===== src/rtl/pipeline_hazard_controller_pkg.sv =====
// pipeline_hazard_controller_pkg: shared state type and constants for the hazard controller
package pipeline_hazard_controller_pkg;
    typedef enum logic {IDLE, WAIT} state_t;
    localparam logic [4:0] REG_ZERO = 5'd0;
    localparam int SRAM_LATENCY_DEF = 6;
endpackage


===== src/rtl/pipeline_hazard_controller_if.sv =====
// pipeline_hazard_controller_if: pipeline status inputs and stall/flush/perf outputs of the controller
interface pipeline_hazard_controller_if #(parameter int PERF_W = 16);
    logic              forward_en;
    logic [4:0]        id_src1;
    logic [4:0]        id_src2;
    logic              id_two_src;
    logic [4:0]        exe_dest;
    logic              exe_wb_en;
    logic              exe_mem_read;
    logic [4:0]        mem_dest;
    logic              mem_wb_en;
    logic              exe_branch_taken;
    logic              mem_access;
    logic              hazard_freeze;
    logic              pipe_stall;
    logic              flush;
    logic [PERF_W-1:0] stall_cycles;
    logic [7:0]        flush_count;
    modport master (
        output forward_en, id_src1, id_src2, id_two_src, exe_dest, exe_wb_en, exe_mem_read,
               mem_dest, mem_wb_en, exe_branch_taken, mem_access,
        input  hazard_freeze, pipe_stall, flush, stall_cycles, flush_count
    );
    modport slave (
        input  forward_en, id_src1, id_src2, id_two_src, exe_dest, exe_wb_en, exe_mem_read,
               mem_dest, mem_wb_en, exe_branch_taken, mem_access,
        output hazard_freeze, pipe_stall, flush, stall_cycles, flush_count
    );
endinterface


===== src/rtl/pipeline_hazard_controller_hazard_compare.sv =====
// hazard_compare: RAW hazard detect of ID sources against EXE/MEM destinations
module hazard_compare
    import pipeline_hazard_controller_pkg::*;
(
    input  logic       forward_en_i,
    input  logic [4:0] src1_i,
    input  logic [4:0] src2_i,
    input  logic       two_src_i,
    input  logic [4:0] exe_dest_i,
    input  logic       exe_wb_en_i,
    input  logic       exe_mem_read_i,
    input  logic [4:0] mem_dest_i,
    input  logic       mem_wb_en_i,
    output logic       match_o
);
    function automatic logic hit(input logic [4:0] d, input logic [4:0] s1, input logic [4:0] s2, input logic two);
        return (d != REG_ZERO) && ((d == s1) || (two && (d == s2)));
    endfunction
    logic exe_hit, mem_hit;
    assign exe_hit = hit(exe_dest_i, src1_i, src2_i, two_src_i);
    assign mem_hit = hit(mem_dest_i, src1_i, src2_i, two_src_i);
    // with forwarding only a load in EXE cannot be bypassed in time
    assign match_o = forward_en_i ? (exe_mem_read_i && exe_hit)
                                  : ((exe_wb_en_i && exe_hit) || (mem_wb_en_i && mem_hit));
endmodule


===== src/rtl/pipeline_hazard_controller.sv =====
// pipeline_hazard_controller: stall/flush sequencing with SRAM wait FSM and saturating perf counters
module pipeline_hazard_controller
    import pipeline_hazard_controller_pkg::*;
#(
    parameter int SRAM_LATENCY = SRAM_LATENCY_DEF,
    parameter int CNT_W        = 4,
    parameter int PERF_W       = 16
) (
    input logic                          clk,
    input logic                          rst,
    pipeline_hazard_controller_if.slave  hz
);
    localparam bit             MULTI    = SRAM_LATENCY > 1;
    localparam logic [CNT_W-1:0] CNT_INIT = CNT_W'(MULTI ? SRAM_LATENCY - 2 : 0);
    state_t            state_q, state_d;
    logic [CNT_W-1:0]  cnt_q, cnt_d;
    logic [PERF_W-1:0] stall_cnt_q, stall_cnt_d;
    logic [7:0]        flush_cnt_q, flush_cnt_d;
    logic              match_hz, start, stall, freeze, flush_c;
    hazard_compare u_cmp (
        .forward_en_i  (hz.forward_en),
        .src1_i        (hz.id_src1),
        .src2_i        (hz.id_src2),
        .two_src_i     (hz.id_two_src),
        .exe_dest_i    (hz.exe_dest),
        .exe_wb_en_i   (hz.exe_wb_en),
        .exe_mem_read_i(hz.exe_mem_read),
        .mem_dest_i    (hz.mem_dest),
        .mem_wb_en_i   (hz.mem_wb_en),
        .match_o       (match_hz)
    );
    always_comb begin
        start       = MULTI && hz.mem_access && (state_q == IDLE);
        stall       = start || ((state_q == WAIT) && (cnt_q != '0));
        state_d     = start ? WAIT : ((state_q == WAIT) && (cnt_q == '0)) ? IDLE : state_q;
        cnt_d       = start ? CNT_INIT : stall ? cnt_q - CNT_W'(1) : cnt_q;
        // a stalled branch stays in EXE and flushes on the release cycle
        flush_c     = !stall && hz.exe_branch_taken;
        freeze      = !stall && !hz.exe_branch_taken && match_hz;
        stall_cnt_d = ((freeze || stall) && !(&stall_cnt_q)) ? stall_cnt_q + PERF_W'(1) : stall_cnt_q;
        flush_cnt_d = (flush_c && !(&flush_cnt_q)) ? flush_cnt_q + 8'd1 : flush_cnt_q;
    end
    always_ff @(posedge clk or posedge rst) begin
        if (rst) begin
            state_q     <= IDLE;
            cnt_q       <= '0;
            stall_cnt_q <= '0;
            flush_cnt_q <= '0;
        end else begin
            state_q     <= state_d;
            cnt_q       <= cnt_d;
            stall_cnt_q <= stall_cnt_d;
            flush_cnt_q <= flush_cnt_d;
        end
    end
    assign hz.pipe_stall    = stall && !rst;
    assign hz.hazard_freeze = freeze && !rst;
    assign hz.flush         = flush_c && !rst;
    assign hz.stall_cycles  = stall_cnt_q;
    assign hz.flush_count   = flush_cnt_q;
endmodule


===== src/flat_wrapper.sv =====
// flat-port wrapper written by rule: the top's interface ports become plain ports
module pipeline_hazard_controller_flat import pipeline_hazard_controller_pkg::*;
#(
    parameter int SRAM_LATENCY = SRAM_LATENCY_DEF,
    parameter int CNT_W        = 4,
    parameter int PERF_W       = 16
)
  (clk, rst, hz_forward_en, hz_id_src1, hz_id_src2, hz_id_two_src, hz_exe_dest, hz_exe_wb_en, hz_exe_mem_read, hz_mem_dest, hz_mem_wb_en, hz_exe_branch_taken, hz_mem_access, hz_hazard_freeze, hz_pipe_stall, hz_flush, hz_stall_cycles, hz_flush_count);
  pipeline_hazard_controller_if #(.PERF_W(PERF_W)) hz_i ();
  input logic clk;
  input logic rst;
  input wire logic [$bits(hz_i.forward_en)-1:0] hz_forward_en;
  input wire logic [$bits(hz_i.id_src1)-1:0] hz_id_src1;
  input wire logic [$bits(hz_i.id_src2)-1:0] hz_id_src2;
  input wire logic [$bits(hz_i.id_two_src)-1:0] hz_id_two_src;
  input wire logic [$bits(hz_i.exe_dest)-1:0] hz_exe_dest;
  input wire logic [$bits(hz_i.exe_wb_en)-1:0] hz_exe_wb_en;
  input wire logic [$bits(hz_i.exe_mem_read)-1:0] hz_exe_mem_read;
  input wire logic [$bits(hz_i.mem_dest)-1:0] hz_mem_dest;
  input wire logic [$bits(hz_i.mem_wb_en)-1:0] hz_mem_wb_en;
  input wire logic [$bits(hz_i.exe_branch_taken)-1:0] hz_exe_branch_taken;
  input wire logic [$bits(hz_i.mem_access)-1:0] hz_mem_access;
  output wire logic [$bits(hz_i.hazard_freeze)-1:0] hz_hazard_freeze;
  output wire logic [$bits(hz_i.pipe_stall)-1:0] hz_pipe_stall;
  output wire logic [$bits(hz_i.flush)-1:0] hz_flush;
  output wire logic [$bits(hz_i.stall_cycles)-1:0] hz_stall_cycles;
  output wire logic [$bits(hz_i.flush_count)-1:0] hz_flush_count;
  assign hz_i.forward_en = hz_forward_en;
  assign hz_i.id_src1 = hz_id_src1;
  assign hz_i.id_src2 = hz_id_src2;
  assign hz_i.id_two_src = hz_id_two_src;
  assign hz_i.exe_dest = hz_exe_dest;
  assign hz_i.exe_wb_en = hz_exe_wb_en;
  assign hz_i.exe_mem_read = hz_exe_mem_read;
  assign hz_i.mem_dest = hz_mem_dest;
  assign hz_i.mem_wb_en = hz_mem_wb_en;
  assign hz_i.exe_branch_taken = hz_exe_branch_taken;
  assign hz_i.mem_access = hz_mem_access;
  assign hz_hazard_freeze = hz_i.hazard_freeze;
  assign hz_pipe_stall = hz_i.pipe_stall;
  assign hz_flush = hz_i.flush;
  assign hz_stall_cycles = hz_i.stall_cycles;
  assign hz_flush_count = hz_i.flush_count;
  pipeline_hazard_controller #(.SRAM_LATENCY(SRAM_LATENCY), .CNT_W(CNT_W), .PERF_W(PERF_W)) u_core (.clk(clk), .rst(rst), .hz(hz_i));
endmodule

===== config.mk =====
export PLATFORM = sky130hd
export DESIGN_NAME = pipeline_hazard_controller_flat
export DESIGN_NICKNAME = d
export VERILOG_FILES = /design/src/rtl/pipeline_hazard_controller_pkg.sv /design/src/rtl/pipeline_hazard_controller_if.sv /design/src/rtl/pipeline_hazard_controller_hazard_compare.sv /design/src/rtl/pipeline_hazard_controller.sv /design/src/flat_wrapper.sv
export SDC_FILE = /design/constraint.sdc
export NUM_CORES = 1
export LEC_CHECK = 0
export BUFFER_PORTS_ARGS = -buffer_cell sky130_fd_sc_hd__buf_2
export CORE_MARGIN = 2
export CORE_UTILIZATION = 45
export CTS_BUF_LIST = sky130_fd_sc_hd__clkbuf_8 sky130_fd_sc_hd__clkbuf_16
export CTS_CLUSTER_SIZE = 24
export DETAILED_ROUTE_END_ITERATION = 10
export PLACE_DENSITY = 0.86
export SLEW_MARGIN = 20
export SYNTH_ARGS = -nofsm -noshare
export SYNTH_HDL_FRONTEND = slang
export SYNTH_HIERARCHICAL = 1
export SYNTH_SLANG_ARGS = --single-unit

===== constraint.sdc =====
create_clock -name clk -period 1.8 [get_ports clk]
set_clock_uncertainty 0.15 [all_clocks]
set_input_delay 0.36 -clock clk [delete_from_list [all_inputs] [get_ports clk]]
set_output_delay 0.36 -clock clk [all_outputs]
set_load 0.01 [all_outputs]

==> impl_metrics.yaml <==
logic_synthesis:
  synth.cell_area_um2: 1710
  ys.flop_type: "sky130_fd_sc_hd__dfrtp_1"
  warnings_synthesis: 6
  synthesis.area_per_instance_um2: 10.4
  synth-seq-cells: 29
  ys_seq_area_frac: 0.425
  mappedNetlistNets: 196
  async_reset_ff_frac: 1.00
  yosys.cell_types.count: 37
  synth_cells: 164
  synth-edff-count: 0
detailed_routing:
  ant_nets: 0
  detail_route.vias_per_cell: 5.10
  num_vias: 1575
  residual_drc_count: 0
  drt_wl_total_um: 4310
  routed_wire_length_per_instance_um: 14.0
  dr.first_iter.drc_count: 41
  detailedRoute.firstPassIterationCount: 4
timing:
  final.period_utilization: 1.19
  final_hold_viol_count: 0
  report.final.slew_viol_count: 0
  hold_slack_ns: 0.0568
  fmax_ghz: 0.465
  setup_viol_count_final: 24
  rsz0062_at_grt: "yes"
  period_minus_slack_ns: 2.15
  max_slew.worst_pin.slew_ns: 0.352
  slew-limit-headroom: 0.765
  final_critical_path_setup_slack_ns: -0.350
run_status:
  run_status: "complete, but fails checks"
  violations_in_the_final_reports: "setup timing"
critical_path:
  crit_path_start_kind: "register"
  worst_ep_required_time_ns: 1.29
  r2r_setup_slack_ns: -0.24
  arrival_time_reported_for_the_critical_path_endpoint_ns: 1.64
  worst_setup_path_end_kind: "primary output"
  timing.setup.critical_path_class: "reg -> out"
  crit_fanout: 4
clock_tree:
  insertion_delay_ns: 0.28
  clock-root-buffer: "sky130_fd_sc_hd__clkbuf_8"
  cts-buffers-inserted: 5
  tritoncts: "done"
  worst_setup_hold_path_clk_slew_ns: 0.06
  max-clock-path-buffers: 2
  hold_buffers: 0
  numClockSinks: 29
  clock_tree.htree_level_count: 2
finish:
  ratio_of_cells_with_drive_above_1_in_the_final_layout: 0.502
  count_of_antenna_diodes_in_the_layout: 0
  multi_input_comb_area_um2: 1070
  nets: 292
  fillcell_total: 265
  layout-area-overhead-vs-synth_pct: 50.7
  post-route-cell-area_um2: 2570
  sequential_cell_area_um2: 726
  layout_commonest_cell: "sky130_fd_sc_hd__buf_2"
  layout.cells.most_common_list: "sky130_fd_sc_hd__buf_2, sky130_fd_sc_hd__buf_4, sky130_fd_sc_hd__dfrtp_1"
floorplan:
  initial_core_util: 0.466
  design.die.area_um2: 4300
  die_width_um: 65.6
  coreArea_um2: 3660
  die_height_um: 65.6
  std_cell_rows: 22
  top_level_ports: 56
place:
  dp.final_hpwl_um: 3000
  dpl_worst_slack_ns: -0.591
  placement.io_buffers: 55
  finalWeightedCongestion: 0.794
  dpl_cell_area_um2: 2250
hold_path:
  worst_hold_path_type: "in -> async"
power:
  p_leak_nw: 1.29
  total_power_w: 0.00315
  power.density_nw_per_um2: 1220
  vdd_drop_max_mv: 0.916
grt:
  grt_overflow_total: 0
  antenna_found_initial: 0
  first_global_vias: 1591
  global_route.usage.total: 0.212
  grt_pass1_wl_um: 6960
  grt_max_degree: 30
flow_run:
  maxCapViolations: 0
-- critical path, stage by stage (launching register included) --
cell and delay [ns]:
sky130_fd_sc_hd__dfrtp_1 0.39, sky130_fd_sc_hd__inv_2 0.08, sky130_fd_sc_hd__ha_4 0.13, sky130_fd_sc_hd__nor3b_4 0.19, sky130_fd_sc_hd__a21o_4 0.18, sky130_fd_sc_hd__inv_1 0.07
sky130_fd_sc_hd__nor3_2 0.17, sky130_fd_sc_hd__buf_2 0.16
-- state kept, by name (all words and copies together) (netlist names) --
signal / flops
u_core/cnt_q: 4
u_core/hz.flush_count: 8
u_core/hz.stall_cycles: 16
u_core/state_q: 1
-- cells by family (layout without fill, tap and decap cells) --
group                    Yosys count  count (layout)  synth area share
AO/OA/AOI/OAI                     15              15            0.0726
flip-flops                        29              29             0.425
adder cells (fa/ha/maj)            3               3            0.0220
XOR/XNOR                          42              42             0.220
AND/OR/NAND/NOR                   65              65             0.214
multiplexers                       3               3            0.0220
buffers and inverters              7             104            0.0242
-- final timing paths --
check | start | endpoint | depth (start not counted)
worst max register to register | u_core/cnt_q[1]$_DFFE_PP0P_ | u_core/hz.stall_cycles[8]$_DFFE_PP0P_ | 10
worst max-delay path | u_core/cnt_q[1]$_DFFE_PP0P_ | hz_hazard_freeze | 7
min in group clk | hz_mem_access | u_core/cnt_q[3]$_DFFE_PP0P_ | 4
max in group asynchronous | rst | u_core/hz.flush_count[7]$_DFFE_PP0P_ | 3
worst min-delay path | rst | u_core/cnt_q[0]$_DFFE_PP0P_ | 3
worst min register to register | u_core/hz.stall_cycles[10]$_DFFE_PP0P_ | u_core/hz.stall_cycles[10]$_DFFE_PP0P_ | 1
-- cell type report --
class / count / share of cell area
sequential: 29 / 0.282
inverter: 5 / 0.00875
clock inverter: 3 / 0.00535
multi-input combinational: 128 / 0.415
clock buffer: 5 / 0.0268
tap: 48 / 0.0233
timing repair buffer: 91 / 0.238
-- power breakdown --
| part | internal [W] | switching [W] | total [W] | leakage [nW] |
|---|---|---|---|---|
| Sequential | 0.000847 | 0.000164 | 0.00101 | 0.374 |
| Combinational | 0.000912 | 0.000731 | 0.00164 | 0.864 |
| Clock | 0.000261 | 0.000234 | 0.000495 | 0.0491 |
| Total | 0.00202 | 0.00113 | 0.00315 | 1.29 |
-- stage by stage --
stage               std cells   util  TNS (ns)
floorplan                 164      -     -2.89
global placement          293  0.616     -8.22
detailed placement        293  0.616     -9.23
CTS                       305  0.678     -4.48
global route              309  0.703     -7.11
finish                    309  0.703     -4.90
-- routing by layer --
metal	part of all wire	global-route usage	up-vias	wire [um]
met1	0.39	0.232	756	1680
met2	0.53	0.395	54	2300
met5	0	0	-	0
li1	-	-	759	-
met4	0.014	0.0781	0	62
met3	0.063	0.0497	6	273
-- what timing repair did --
action | 4_1_cts | 5_1_grt
pin swaps | 19 | 19
buffers inserted | 4 | 4
setup endpoints to repair | 27 | 27
resized for setup | 27 | 14
endpoints found under the hold margin | 0 | 0
-- cells in the mapped netlist, types with 3 or more instances --
| cell | n | area [um^2] |
|---|---|---|
| sky130_fd_sc_hd__and3_1 | 4 | 25.0 |
| sky130_fd_sc_hd__and2_1 | 3 | 18.8 |
| sky130_fd_sc_hd__xor2_1 | 12 | 105 |
| sky130_fd_sc_hd__inv_1 | 5 | 18.8 |
| sky130_fd_sc_hd__ha_1 | 3 | 37.5 |
| sky130_fd_sc_hd__nor2_1 | 8 | 30.0 |
| sky130_fd_sc_hd__nand2_1 | 17 | 63.8 |
| sky130_fd_sc_hd__nand4_1 | 12 | 75.1 |
| sky130_fd_sc_hd__nand2b_1 | 3 | 18.8 |
| sky130_fd_sc_hd__dfrtp_1 | 29 | 726 |
| sky130_fd_sc_hd__xnor2_1 | 29 | 254 |
| sky130_fd_sc_hd__nand3_1 | 4 | 20.0 |
| sky130_fd_sc_hd__nor3_1 | 3 | 15.0 |
(Power assumes the default switching activity.)
